--- src/rtl/dcache_controller_if.sv ---
// rtl/dcache_controller_if.sv - CPU-side and memory-side bus bundle for dcache_controller
//
// Signals:
//   CPU side    : read, write, address[7:0], writedata[7:0] -> cache
//                 readdata[7:0], busywait                   <- cache
//   Memory side : mem_read, mem_write, mem_address[5:0],
//                 mem_writedata[31:0]                       <- cache
//                 mem_readdata[31:0], mem_busywait          -> cache
// Modports:
//   slave  : the cache controller
//   master : the environment (CPU plus data memory)
interface dcache_controller_if;
    logic        read;
    logic        write;
    logic [7:0]  address;
    logic [7:0]  writedata;
    logic [7:0]  readdata;
    logic        busywait;
    logic        mem_read;
    logic        mem_write;
    logic [5:0]  mem_address;
    logic [31:0] mem_writedata;
    logic [31:0] mem_readdata;
    logic        mem_busywait;

    modport slave (
        input  read, write, address, writedata, mem_readdata, mem_busywait,
        output readdata, busywait, mem_read, mem_write, mem_address, mem_writedata
    );

    modport master (
        output read, write, address, writedata, mem_readdata, mem_busywait,
        input  readdata, busywait, mem_read, mem_write, mem_address, mem_writedata
    );
endinterface

--- src/rtl/dcache_controller.sv ---
// rtl/dcache_controller.sv - direct-mapped write-back write-allocate data cache controller
//
// Geometry: 8 blocks x 4 bytes; tag=address[7:5], index=address[4:2], offset=address[1:0].
// Ports:
//   clock, reset        : single clock, synchronous active-high reset
//   bus (slave modport) : CPU request/response and 32-bit block memory port
//   hit_count[15:0]     : requests that hit on first evaluation   (DCACHE_PERF_EN only)
//   miss_count[15:0]    : requests that missed on first evaluation (DCACHE_PERF_EN only)
// Optional feature macro: DCACHE_PERF_EN (adds the hit/miss counters).
module dcache_controller (
    input  logic                 clock,
    input  logic                 reset,
    dcache_controller_if.slave   bus
`ifdef DCACHE_PERF_EN
    ,
    output logic [15:0]          hit_count,
    output logic [15:0]          miss_count
`endif
);

    typedef enum logic [1:0] {IDLE, WRITEBACK, FETCH, UPDATE} state_t;

    state_t      state_q, state_d;
    logic [31:0] block_q [8];
    logic [2:0]  tag_q   [8];
    logic [7:0]  valid_q;
    logic [7:0]  dirty_q;

    logic [2:0]  tag;
    logic [2:0]  index;
    logic [1:0]  offset;
    logic        req;
    logic        hit;

    assign tag    = bus.address[7:5];
    assign index  = bus.address[4:2];
    assign offset = bus.address[1:0];
    assign req    = bus.read | bus.write;
    assign hit    = valid_q[index] && (tag_q[index] == tag);

    assign bus.readdata = block_q[index][{offset, 3'b000} +: 8];

    always_comb begin
        state_d           = state_q;
        bus.busywait      = 1'b0;
        bus.mem_read      = 1'b0;
        bus.mem_write     = 1'b0;
        bus.mem_address   = 6'h00;
        bus.mem_writedata = 32'h0;
        case (state_q)
            IDLE: begin
                bus.busywait = req && !hit;
                if (req && !hit)
                    state_d = dirty_q[index] ? WRITEBACK : FETCH;
            end
            WRITEBACK: begin
                bus.busywait      = 1'b1;
                bus.mem_write     = 1'b1;
                bus.mem_address   = {tag_q[index], index};
                bus.mem_writedata = block_q[index];
                if (!bus.mem_busywait)
                    state_d = FETCH;
            end
            FETCH: begin
                bus.busywait    = 1'b1;
                bus.mem_read    = 1'b1;
                bus.mem_address = bus.address[7:2];
                if (!bus.mem_busywait)
                    state_d = UPDATE;
            end
            UPDATE: begin
                bus.busywait = 1'b1;
                state_d      = IDLE;
            end
            default: state_d = IDLE;
        endcase
    end

    // Block and tag storage carry no reset: valid_q gates every use of them.
    always_ff @(posedge clock) begin
        if (reset) begin
            state_q <= IDLE;
            valid_q <= 8'h00;
            dirty_q <= 8'h00;
        end else begin
            state_q <= state_d;
            // write has priority when read and write are both asserted
            if (state_q == IDLE && bus.write && hit) begin
                block_q[index][{offset, 3'b000} +: 8] <= bus.writedata;
                dirty_q[index]                        <= 1'b1;
            end
            if (state_q == FETCH && !bus.mem_busywait) begin
                block_q[index] <= bus.mem_readdata;
                tag_q[index]   <= tag;
                valid_q[index] <= 1'b1;
                dirty_q[index] <= 1'b0;
            end
        end
    end

`ifdef DCACHE_PERF_EN
    logic [15:0] hit_count_q;
    logic [15:0] miss_count_q;
    logic        after_update_q;

    // The first IDLE cycle after UPDATE re-evaluates a request that was
    // already counted as a miss, so it is excluded from counting.
    always_ff @(posedge clock) begin
        if (reset) begin
            hit_count_q    <= 16'h0000;
            miss_count_q   <= 16'h0000;
            after_update_q <= 1'b0;
        end else begin
            after_update_q <= (state_q == UPDATE);
            if (state_q == IDLE && req && !after_update_q) begin
                if (hit)
                    hit_count_q  <= hit_count_q + 16'h0001;
                else
                    miss_count_q <= miss_count_q + 16'h0001;
            end
        end
    end

    assign hit_count  = hit_count_q;
    assign miss_count = miss_count_q;
`endif

endmodule

--- src/flat_wrapper.sv ---
// flat-port wrapper written by rule: the top's interface ports become plain ports
module dcache_controller_flat 
  (clock, reset, bus_read, bus_write, bus_address, bus_writedata, bus_mem_readdata, bus_mem_busywait, bus_readdata, bus_busywait, bus_mem_read, bus_mem_write, bus_mem_address, bus_mem_writedata);
  dcache_controller_if bus_i ();
  input  logic clock;
  input  logic reset;
  input wire logic [$bits(bus_i.read)-1:0] bus_read;
  input wire logic [$bits(bus_i.write)-1:0] bus_write;
  input wire logic [$bits(bus_i.address)-1:0] bus_address;
  input wire logic [$bits(bus_i.writedata)-1:0] bus_writedata;
  input wire logic [$bits(bus_i.mem_readdata)-1:0] bus_mem_readdata;
  input wire logic [$bits(bus_i.mem_busywait)-1:0] bus_mem_busywait;
  output wire logic [$bits(bus_i.readdata)-1:0] bus_readdata;
  output wire logic [$bits(bus_i.busywait)-1:0] bus_busywait;
  output wire logic [$bits(bus_i.mem_read)-1:0] bus_mem_read;
  output wire logic [$bits(bus_i.mem_write)-1:0] bus_mem_write;
  output wire logic [$bits(bus_i.mem_address)-1:0] bus_mem_address;
  output wire logic [$bits(bus_i.mem_writedata)-1:0] bus_mem_writedata;
  assign bus_i.read = bus_read;
  assign bus_i.write = bus_write;
  assign bus_i.address = bus_address;
  assign bus_i.writedata = bus_writedata;
  assign bus_i.mem_readdata = bus_mem_readdata;
  assign bus_i.mem_busywait = bus_mem_busywait;
  assign bus_readdata = bus_i.readdata;
  assign bus_busywait = bus_i.busywait;
  assign bus_mem_read = bus_i.mem_read;
  assign bus_mem_write = bus_i.mem_write;
  assign bus_mem_address = bus_i.mem_address;
  assign bus_mem_writedata = bus_i.mem_writedata;
  dcache_controller u_core (.clock(clock), .reset(reset), .bus(bus_i));
endmodule
--- config.mk ---
export PLATFORM = sky130hd
export DESIGN_NAME = dcache_controller_flat
export DESIGN_NICKNAME = d
export VERILOG_FILES = /design/src/rtl/dcache_controller_if.sv /design/src/rtl/dcache_controller.sv /design/src/flat_wrapper.sv
export SDC_FILE = /design/constraint.sdc
export NUM_CORES = 1
export LEC_CHECK = 0
export CAP_MARGIN = 30
export CORE_MARGIN = 2
export CORE_UTILIZATION = 30
export DETAILED_ROUTE_END_ITERATION = 10
export PLACE_DENSITY_LB_ADDON = 0.1
export SYNTH_ARGS = -nofsm -noshare
export SYNTH_HDL_FRONTEND = slang
export SYNTH_SLANG_ARGS = --single-unit
--- constraint.sdc ---
create_clock -name clock -period 3.1 [get_ports clock]
set_input_delay 0.465 -clock clock [delete_from_list [all_inputs] [get_ports clock]]
set_output_delay 0.465 -clock clock [all_outputs]
set_load 0.05 [all_outputs]
# --- Yosys cells after proc, flatten, opt, wreduce, memory -nomap -nowiden ---
# Memories as Yosys holds them, arrays and structs flattened.
# Cells that the tools add are included.
classes:
  add_sub_neg: 1
  n_lt_le_gt_ge: 2
  eq_ne: 7
  n_shift: 3
  mux: 57
  bitwise: 37
  reduce_logical: 11
ops:
  columns: ["operator", "count"]
  rows:
  - ["two-way mux 32 bit", 2]
  - ["two-way mux 1 bit", 42]
  - ["bitwise OR 1 bit", 33]
  - ["variable shift 8 x 7 -> 32 bit, first input constant", 1]
  - ["variable part select 32 x 6 -> 8 bit", 1]
  - ["variable part select 8 x 7 -> 32 bit", 1]
  - ["two-way mux 8 bit", 3]
  - ["bitwise OR 8 bit", 2]
  - ["one-hot mux 6 bit (2 select lines)", 1]
  - ["AND 8 bit", 1]
  - ["two-way mux 2 bit", 4]
  - ["NOT 8 bit", 1]
  - ["one-hot mux 2 bit (4 select lines)", 1]
  - ["negator 5 -> 7 bit", 1]
  - ["binary-select mux 1 bit (select 3 bit)", 2]
  - ["logical AND 1 bit", 6]
  - ["equality test 2 bit, second input constant", 2]
  - ["less-than comparator 3 x 4 -> 1 bit, second input constant", 1]
  - ["!= test 2 bit, second input constant", 2]
  - ["demux 1 bit (select 3 bit)", 1]
  - ["equality test 3 bit", 1]
  - ["greater-or-equal comparator 3 x 1 -> 1 bit, second input constant", 1]
  - ["AND reduction 3 bit", 1]
  - ["OR reduction 3 bit", 1]
  - ["5 further kinds", 6]
word_totals:
  register_bits: 18
  ram_bits: 280
  input_bits: 53
  out_inout_bits: 49
  elab_cells: 123
  memories: 2
mem_list:
  columns: ["name", "depth", "width", "rd", "rd_clocked_by_memory_dff", "wr", "line", "source"]
  rows:
  - ["u_core.block_q", 8, 32, 1, 0, 1, "dcache_controller.sv:24", "logic [31:0] block_q [8];"]
  - ["u_core.tag_q", 8, 3, 1, 0, 1, "dcache_controller.sv:25", "logic [2:0] tag_q [8];"]

# --- Logic depth before layout (Yosys ltp) ---
# Gate-level depths: netlist (run 1).
logic_depth:
  ltp_word: 9
  mapped_depth: 10
  depth_no_buf: 7

# --- Worst setup path before layout (run 1) ---
# Ideal clock, no wire load.
synth_path:
  path_type: "input to output"
  start: "in bus_address[2]"
  end: "out bus_busywait"
  arrival_ps: 2496
  required_time_ps: 2635
  setup_slack_ps: 139
  cell_stages: 8
  n_path_buf: 3
  path_cell_list: "buf_2 -> buf_6 -> mux2i_1 -> o22ai_1 -> o21a_1 -> o2111a_1 -> buf_2 -> a21oi_1"
synth_between:
  elab_chain_cells: 6
  word_cells_on_any_way: 8
  cone_classes: "eq/ne: 1; mux: 3; reduce/logical: 3; memory: 1"
synth_lines:
  columns: ["element", "line", "source"]
  rows:
  - ["start: declaration", "flat_wrapper.sv:9", "input wire logic [$bits(bus_i.address)-1:0] bus_address;"]
  - ["memory read (8 x 3 bit) / binary-select mux 1 bit (select 3 bit) (equally long branches)", null, null]
  - ["equality test 3 bit / two-way mux 1 bit (equally long branches)", "dcache_controller.sv:39", "assign hit = valid_q[index] && (tag_q[index] == tag);"]
  - ["logical AND 1 bit (*)", "dcache_controller.sv:39", null]
  - ["zero test 1 bit (*)", "dcache_controller.sv:52", "bus.busywait = req && !hit;"]
  - ["logical AND 1 bit (*)", "dcache_controller.sv:52", null]
  - ["one-hot mux 1 bit (2 select lines) (*)", "dcache_controller.sv:50", "case (state_q)"]
  - ["end: declaration", "flat_wrapper.sv:14", "output wire logic [$bits(bus_i.busywait)-1:0] bus_busywait;"]
# Mark *: on every way between the ends. The rest lies on a longest branch, timed or not. The select of a mux whose other input is x is not followed.

# --- Worst setup path in the final report (run 1) ---
layout_path:
  start: "in bus_address[3]"
  end: "out bus_readdata[1]"
layout_between:
  elab_chain_cells: 2
layout_lines:
  columns: ["element", "line", "source"]
  rows:
  - ["memory read (8 x 32 bit)", null, null]
  - ["variable part select 32 x 6 -> 8 bit", "dcache_controller.sv:41", "assign bus.readdata = block_q[index][{offset, 3'b000} +: 8];"]
  - ["end: declaration", "flat_wrapper.sv:13", "output wire logic [$bits(bus_i.readdata)-1:0] bus_readdata;"]
# No other way between the ends.

==> results of run 1 <==
-- worst reg2reg max path: cells and delay by family (launching register included) --
kind                   cells  cell delay [ns]
buffers and inverters      2             0.41
AO/OA/AOI/OAI              3             0.85
multiplexers               1             0.21
AND/OR/NAND/NOR            2             0.34
flip-flops                 1             0.35
-- stage by stage --
stage | instances | hold WS [ns]
2_1_floorplan | 825 | 0.437
3_3_place_gp | 1574 | 0.454
3_5_place_dp | 1574 | 0.455
4_1_cts | 1638 | 0.471
5_1_grt | 1640 | 0.493
6_report | 1640 | 0.471
-- placed cells by master (no fill, tap or decap), drive strengths merged, types with 9 or more instances in the layout --
cell type	count
nand2	25
clkdlybuf4s50	50
dfxtp	18
a22oi	31
clkbuf	46
a22o	41
a21oi	51
o22ai	9
mux2	19
buf	224
mux2i	31
o21ai	18
a211oi	10
nor2b	9
mux4	17
a221oi	33
ha	9
nand3	9
clkinv	12
edfxtp	280
nor2	43
and2	40
-- final timing paths --
kind | endpoint | slack, ns | depth (start not counted)
setup / recovery | bus_readdata[1] | 0.04 | 9
hold / removal | u_core.valid_q[2] | 0.47 | 2
setup reg to reg | u_core.block_q[5][25] | 0.66 | 8
hold reg to reg | u_core.valid_q[2] | 0.47 | 2
-- layout make-up --
cell class,count,area share (%)
multi-input cells,459,21.1
clock buffers,46,5.63
flip-flops and latches,298,51.4
repair buffers,274,17.1
clock inverters,17,0.565
well taps,539,3.96
inverters,7,0.154
-- where the power goes --
group / leakage, µW / switching (µW) / internal, µW
clock: 0.000507 / 1630 / 2190
combinational: 0.00278 / 1410 / 987
sequential: 0.00272 / 18.6 / 4520
-- routing by layer --
layer,GRT usage [%],wire length [µm]
met5,0,0
met4,5.59,1040
met3,3.88,2820
met2,33.1,21000
met1,28.3,19800
-- what timing repair did --
item	in CTS	in global routing
pin swaps	1	1
setup endpoints to repair	11	10
setup buffers	1	2
hold endpoints to repair	0	0
hold buffers	0	0
gates resized for setup	12	11
-- cell families after synthesis --
| group | after synthesis | share of synthesized area [%] |
|---|---|---|
| multiplexers | 67 | 7.21 |
| flip-flops | 298 | 69.7 |
| buffers and inverters | 68 | 2.42 |
| adder cells (fa/ha/maj) | 9 | 0.895 |
| AO/OA/AOI/OAI | 230 | 13.4 |
| AND/OR/NAND/NOR | 153 | 6.42 |
-- registers in the layout, summed over array words and instances (netlist names), named ones only --
register        cells
u_core.valid_q      8
u_core.state_q      2
u_core.dirty_q      1
u_core.block_q    256
u_core.tag_q       24
==> reports/metrics.csv, run 1 <==
stage,metric,value,unit
setup_path,worstPathMaxFanout,10,
clock_tree,h-tree-depth,2,
synthesis,async_reset_ff_share,0,%
synthesis,synthCells,825,
timing,drv_slew,0,
setup_path,cp.arrival,2.60,ns
timing,skew,0.0150,ns
place,place.gp.congestion,0.820,
layout,diodes,0,
timing,period_share,98.8,%
layout,syn_to_final_growth,35.5,%
synthesis,yosysTopAreaCell,edfxtp_1,
route,drt-pass1-iter-count,5,
route,drt-wirelength-per-cell,27.3,µm
layout,finish.utilization,40.9,%
clock_tree,cts.reportedPaths.clkPinSlew,0.06,ns
setup_path,slowest_stage,nor2_1,
route,finalWirelength,44700,µm
route,drt_iter0_drc,946,
floorplan,ios,102,
clock_tree,tritoncts,built,
setup_path,critPathLaunch,bus_address[3],
synthesis,yosysWarnings,0,
layout,final_nets,1137,
clock_tree,cts-root-buf,clkbuf_16,
pwr,powerDensity,631,nW/µm²
timing,grt_setup_unrepaired,yes,
pwr,ir_worst_vdd,326,µV
layout,stdcell_area,17100,µm²
floorplan,initial_utilization,30.2,%
setup_path,reg2reg_from,u_core.tag_q[7][0],
synthesis,syn_area_per_cell,15.3,µm²
route,drt.antenna.violating_nets,0,
timing,fmax,327,MHz
timing,max-slew-margin-rel,55.0,%
route,drc,0,
clock_tree,clkSinkCount,298,
place,port-buffer-count,101,
timing,setup_viol,0,
clock_tree,cts_made_buffers,35,
clock_tree,cts_buffer_depth,3,
synthesis,synth_fp_nets,887,
synthesis,yosysTopAreaCellShare,66.8,%
floorplan,core,41700,µm²
setup_path,path_cells,"buf_4, buf_12, nand2b_1, nor2_1, buf_4, a22oi_1, o211ai_1, mux4_2, buf_12",
hold_path,hp-start,u_core.valid_q[2],
layout,multi_input_area,3600,µm²
synthesis,synthTopCellsByArea,"edfxtp_1 (67%), mux4_2 (3.0%), dfxtp_1 (2.9%), a22o_1 (2.9%), mux2i_1 (2.5%)",
synthesis,synth_edf_count,280,
pwr,leakagePower,0.00601,µW
clock_tree,clkLatencyLatePin,0.52,ns
floorplan,die_h,209,µm
floorplan,dieWidth,209,µm
synthesis,synth_common_cells,"edfxtp_1 (280), a21oi_1 (51), nor2_1 (43)",
route,num_vias,8626,
synthesis,synth_cell_types,51,
status,run_status,"complete, no violations",
layout,drive_above_1_share,30.2,%
synthesis,synth.most_common_cell,edfxtp_1,
global_route,grt_overflow_total,0,
setup_path,path_class,in -> out,
run,maxCapViolations,0,
place,place_hpwl,32200,µm
synthesis,syn_area,12600,µm²
setup_path,critPathTopFamily,buffers and inverters,
place,dp_slack,-0.316,ns
floorplan,die_area,43600,µm²
setup_path,cp.required,2.63,ns
global_route,grt_pass1_vias,8635,
setup_path,end_kind,primary output,
timing,hold_viol,0,
global_route,grt_pass1_wl,63400,µm
synthesis,synth_top_flop_cell,edfxtp_1,
synthesis,yosys_register_bits,298,
hold_path,hold_path.class,reg -> reg,
timing,setup_slack,0.0373,ns
timing,tightest_slew,0.674,ns
place,placed_cell_area,15900,µm²
timing,min_period,3.06,ns
pwr,p_total,10800,µW
floorplan,rows,75,
setup_path,max_stage_delay,0.52,ns
layout,fillers,3944,
route,routed_via_density,5.26,
layout,regArea,8770,µm²
global_route,grt_usage,20.5,%
global_route,antenna_found_initial,0,
setup_path,startpoint_type,input pin,
timing,tns,0,ns
global_route,grt_max_degree,42,
synthesis,yosysSeqAreaShare,69.7,%
setup_path,path_buf_inv,4,
Note: power is estimated with default switching activity, not from simulation.
==> inputs of run 2 (changes only) <==
--- a/config.mk
+++ b/config.mk
@@ -9,6 +9,7 @@
 export CORE_MARGIN = 2
 export CORE_UTILIZATION = 30
 export DETAILED_ROUTE_END_ITERATION = 10
+export MAX_ROUTING_LAYER = met4
 export PLACE_DENSITY_LB_ADDON = 0.1
 export SYNTH_ARGS = -nofsm -noshare
 export SYNTH_HDL_FRONTEND = slang
==> run 2 against run 1 <==
Effect of this change:
- sequential share of layout area unchanged
- fmax increased by 0.49%
- global-route usage increased by 0.61 points
- die area is the same
- utilization unchanged
- register-to-register slack about the same
- largest cell class unchanged
- highest routed layer unchanged
==> reports/metrics.csv, run 2 (synthesized netlist as in run 1, its figures left out) <==
stage,metric,value,unit,change
timing,skew,0.0153,ns,+0.000350 ns
pwr,combPwrFrac,22.2,%,about the same
timing,fmax,328,MHz,+0.49%
pwr,switchingPower,3060,µW,about the same
pwr,swShare,28.5,%,about the same
hold_path,hold_path.class,reg -> reg,,
route,drt-wirelength-per-cell,27.2,µm,-0.17%
layout,final_nets,1137,,unchanged
timing,tns,0,ns,unchanged
clock_tree,tritoncts,built,,
route,finalWirelength,44600,µm,-0.17%
clock_tree,h-tree-depth,2,,unchanged
route,drt.antenna.violating_nets,0,,unchanged
route,num_vias,8620,,-0.070%
global_route,antenna_found_initial,1,,+1
pwr,p_clk_share,35.6,%,about the same
clock_tree,cts_made_buffers,35,,unchanged
global_route,grt_max_degree,42,,unchanged
pwr,ir_worst_vdd,326,µV,about the same
floorplan,die_h,209,µm,unchanged
setup_path,cp.arrival,2.58,ns,-0.02 ns
timing,grt_setup_unrepaired,yes,,
clock_tree,clkSinkCount,298,,unchanged
route,routed_via_density,5.26,,about the same
timing,hold_viol,0,,unchanged
setup_path,worstPathMaxFanout,13,,+3
layout,diodes,0,,unchanged
floorplan,ios,102,,unchanged
layout,final_cell_mix,"edfxtp_1 (280), buf_4 (164), buf_12 (59)",,
pwr,power.internal,7690,µW,about the same
place,place_hpwl,32200,µm,unchanged
place,port-buffer-count,101,,unchanged
layout,fillers,3944,,unchanged
clock_tree,cts_buffer_depth,3,,unchanged
pwr,powerDensity,631,nW/µm²,about the same
floorplan,core,41700,µm²,unchanged
setup_path,path_class,in -> out,,
floorplan,rows,75,,unchanged
route,drc,0,,unchanged
global_route,grt_pass1_vias,8638,,+0.035%
layout,final_common_cell,edfxtp_1,,
layout,largest_reg_flops,256,,unchanged
layout,top_regs,"u_core.block_q: 256 flops, u_core.tag_q: 24 flops, u_core.valid_q: 8 flops",,
timing,drv_slew,0,,unchanged
setup_path,startpoint_type,input pin,,
global_route,grt_pass1_wl,63300,µm,-0.13%
place,placed_cells,1574,,unchanged
place,place.gp.congestion,0.832,,+1.5%
timing,tightest_slew,0.678,ns,+0.00335 ns
timing,setup_viol,0,,unchanged
layout,top_register,u_core.block_q,,
global_route,grt_overflow_total,0,,unchanged
floorplan,dieWidth,209,µm,unchanged
clock_tree,cts.reportedPaths.clkPinSlew,0.06,ns,about the same
global_route,grt_usage,21.1,%,+0.61 points
layout,syn_to_final_growth,35.5,%,unchanged
floorplan,initial_utilization,30.2,%,unchanged
timing,min_period,3.05,ns,-0.0148 ns
setup_path,end_kind,primary output,,
run,maxCapViolations,0,,unchanged
timing,period_share,98.3,%,-0.48 points
timing,finalHoldWorstSlack,0.472,ns,+0.000689 ns
pwr,leakagePower,0.00601,µW,unchanged
timing,max-slew-margin-rel,54.7,%,-0.22 points
clock_tree,clkLatencyLatePin,0.52,ns,about the same
route,drt_iter0_drc,944,,-0.21%
floorplan,die_area,43600,µm²,unchanged
layout,drive_above_1_share,30.2,%,unchanged
clock_tree,cts-root-buf,clkbuf_16,,
layout,fin_cells,1640,,unchanged
setup_path,cp.required,2.63,ns,about the same
pwr,power_frac_seq,42.2,%,about the same
route,drt-pass1-iter-count,5,,unchanged
status,run_status,"complete, no violations",,
[run 2: cell counts in the layout (fill, tap and decap cells not counted)]
No cell type changed its count.
[run 2: area by class of cell]
| class | count | area, µm² | area share, % |
|---|---|---|---|
| clock buffers | 46 | 960 | 5.63 |
| clock inverters | 17 | 96.3 | 0.565 |
| inverters | 7 | 26.3 | 0.154 |
| multi-input cells | 459 | 3600 | 21.1 |
| flip-flops and latches | 298 | 8770 | 51.4 |
| well taps | 539 | 674 | 3.96 |
| repair buffers | 274 | 2920 | 17.1 |
[run 2: worst max-delay path: stages]
cell and delay, ns:
buf_4 0.19, buf_12 0.18, buf_6 0.18, mux2i_4 0.31, o22ai_2 0.16, a221oi_2 0.20, nand2_1 0.14, mux4_2 0.56
buf_12 0.18
[run 2: what timing repair did]
action,CTS,global route
hold buffers,0,0
gates resized for setup,12,11
pin swaps,1,1
cloned,0,0
buffers inserted,1,2
setup endpoints to repair,11,10
[run 2: power groups by stage]
stage / Sequential [µW] / Combinational, µW / Clock, µW
floorplan: 4610 / 1160 / 0
global placement: 4620 / 2390 / 0
detailed placement: 4620 / 2380 / 0
CTS: 4530 / 2400 / 3910
global route: 4540 / 2510 / 4060
finish: 4530 / 2390 / 3830
[run 2: per-layer routing]
metal  routed length (µm)  vias to the layer above  global-route usage [%]
met1                20000                     4437                    28.4
li1                     -                     3827                       -
met5                    0                        -                       -
met3                 2670                       62                    3.70
met4                 1080                        0                    5.52
met2                20900                      294                    33.1
[run 2: metrics by stage]
| stage | worst slack, ns | power, µW | cell area (µm²) | util [%] |
|---|---|---|---|---|
| 2_1_floorplan | 0.139 | 5780 | 12600 | - |
| 3_3_place_gp | -0.393 | 7010 | 15900 | 38.1 |
| 3_5_place_dp | -0.316 | 7000 | 15900 | 38.1 |
| 4_1_cts | 0.00189 | 10800 | 17000 | 40.8 |
| 5_1_grt | -0.0382 | 11100 | 17100 | 40.9 |
| 6_report | 0.0521 | 10800 | 17100 | 40.9 |
[run 2: path summary, 6_finish.rpt]
path                                    startpoint                   end  slack, ns  cells after the start
worst min register to register   u_core.valid_q[2]     u_core.valid_q[2]       0.47                      2
worst min-delay path             u_core.valid_q[2]     u_core.valid_q[2]       0.47                      2
worst max register to register  u_core.tag_q[7][0]  u_core.block_q[5][1]       0.66                      8
worst max-delay path                bus_address[2]       bus_readdata[1]       0.05                      9
==> variant: new RTL, flow settings as in run 2 <==
Re-encode `state_t` (4 states) as Gray code, 2 bits wide.
--- a/src/rtl/dcache_controller.sv
+++ b/src/rtl/dcache_controller.sv
@@ -18,7 +18,7 @@
 `endif
 );
 
-    typedef enum logic [1:0] {IDLE, WRITEBACK, FETCH, UPDATE} state_t;
+    typedef enum logic [1:0] {IDLE = 2'b00, WRITEBACK = 2'b01, FETCH = 2'b11, UPDATE = 2'b10} state_t;
 
     state_t      state_q, state_d;
     logic [31:0] block_q [8];
Check against the original RTL: no difference found for any inputs over 4 cycles, from zero or initial values and one cycle with reset high; so few cycles prove little.
==> variant against run 2 <==
- the flow now finishes with violations (negative setup slack)
- cell area grew 0.27%
- global-route usage shrank 0.065 points
- sequential cell count did not move
- wire length grew 1.9%
- total power is 6.8% lower
- non-clock buffer count shrank 25
- register-to-register slack got worse by 0.34 ns
- core utilization decreased by 0.35 points
- clock power grew 3%
- synthesized area grew 2.2%
- setup slack got worse by 0.055 ns
==> variant: results (changes against run 2) <==
stage	metric	value	unit	change
synth	muxShareOfSynthArea	7.68	%	was 7.21%
pwr	p_clk	3.95	mW	was 3.83 mW
sta	finalHoldWorstSlack	0.470	ns	was 0.472 ns
drt	routed_wl	45500	µm	was 44,600 µm
grt	grt_max_degree	34		was 42
synth	synth_area_leaders	edfxtp_1 (65%), nand2_1 (3.3%), mux2i_1 (3.0%), nor2_1 (2.8%), dfxtp_1 (2.8%)		was edfxtp_1 (67%), mux4_2 (3.0%), dfxtp_1 (2.9%), a22o_1 (2.9%), mux2i_1 (2.5%)
synth	synthXorXnorAreaFrac	0.0681	%	was 0%
drt	wl_per_cell	26.3	µm	was 27.2 µm
run_status	status	finished with violations		was finished clean
pwr	peakVddDrop	0.276	mV	was 0.326 mV
sta	setup_tns	-0.00240	ns	was 0 ns
critical_path	path_max_fanout	11		was 13
synth	seq_area_frac_synth	68.2	%	was 69.7%
finish	drive_gt1_share	25.3	%	was 30.2%
place	post-place-ws	-0.223	ns	was -0.316 ns
critical_path	r2r_end	u_core.block_q[7][13]$_DFFE_PP_		was u_core.block_q[5][1]$_DFFE_PP_
grt	grt_first_pass_wirelength	64400	µm	was 63,300 µm
finish	fillers	3915		was 3,944
drt	drtIter0Drc	808		was 944
pwr	power	10.0	mW	was 10.8 mW
synth	yosys-top-cells-count	edfxtp_1 (280), nand2_1 (113), nor2_1 (97)		was edfxtp_1 (280), a21oi_1 (51), nor2_1 (43)
synth	synth.distinct_cells	55		was 51
synth	synth_compound_area_share	9.08	%	was 13.4%
pwr	p_leak	6.26	nW	was 6.01 nW
place	dpl.hpwl	32600	µm	was 32,200 µm
place	place_area	15900	µm²	about the same
grt	grt_pass1_vias	8919		was 8,638
drt	vias	8825		was 8,620
place	placedCellCount	1669		was 1,574
sta	setup_slack	-0.00240	ns	was 0.0521 ns
critical_path	r2r_slack	0.32	ns	was 0.66 ns
grt	antenna_found_initial	0		was 1
place	routabilityCongestion	0.841		was 0.832
synth	synthAdderAreaFrac	0.487	%	was 0.895%
sta	tightest_slew	0.767	ns	was 0.678 ns
run_status	violations	negative setup slack		
sta	final-setup-viol-count	1		was 0
sta	clock_skew	0.0131	ns	was 0.0153 ns
grt	grtUsageTotal	21.0	%	was 21.1%
critical_path	timing.rr.start	u_core.tag_q[4][1]$_DFFE_PP_		was u_core.tag_q[7][0]$_DFFE_PP_
critical_path	arrival	2.64	ns	was 2.58 ns
synth	synth.avg_cell_area	13.6	µm²	was 15.3 µm²
clock_tree	post_cts_resized	14		was 12
## variant: changes by cell type after synthesis, sizes merged, moves of 11 or more
cell	delta
nand2	+88
nor2	+54
nand3	+43
a22o	-33
a21oi	-27
a221oi	-16
a31oi	+15
and2	-11
## variant: cell type report
| class | instances | area, µm² | share of cell area (%) |
|---|---|---|---|
| clock buffers | 46 | 927 | 5.42 |
| clock inverters | 14 | 141 | 0.827 |
| inverters | 10 | 37.5 | 0.220 |
| multi-input cells | 575 | 3850 | 22.5 |
| flip-flops and latches | 298 | 8770 | 51.3 |
| well taps | 539 | 674 | 3.94 |
| repair buffers | 249 | 2690 | 15.8 |
## variant: layer usage
layer / GRT usage, % / vias to the layer above / routed length [µm]
met5: - / - / 0
li1: - / 4026 / -
met3: 3.11 / 56 / 2490
met2: 32.3 / 298 / 21100
met1: 29.2 / 4445 / 20800
met4: 5.97 / 0 / 1110
## variant: worst max-delay path by stage
stage                                      to  slack, ns  depth (start not counted)            from
3_3_place_gp   u_core.block_q[6][6]$_DFFE_PP_      -0.23                         10  bus_address[2]
6_report                      bus_readdata[4]     -0.002                          8  bus_address[2]
3_5_place_dp   u_core.block_q[4][0]$_DFFE_PP_      -0.22                         10  bus_address[2]
4_1_cts                       bus_readdata[1]     -0.005                          8  bus_address[4]
5_1_grt                       bus_readdata[1]      -0.02                          8  bus_address[2]
2_1_floorplan            bus_mem_writedata[1]       0.16                          8  bus_address[2]
## variant: logic make-up after synthesis
group / after synthesis
fa+ha+maj: 5
compound gates: 159
simple gates: 336
flops: 298
xor+xnor: 1
mux: 74
buf+inv: 69
## variant: critical path, stage by stage
cell	delay, ns
buf_4	0.13
buf_4	0.19
and2_2	0.27
a22oi_1	0.22
nor2_1	0.06
or4_4	0.58
mux4_2	0.54
buf_12	0.18
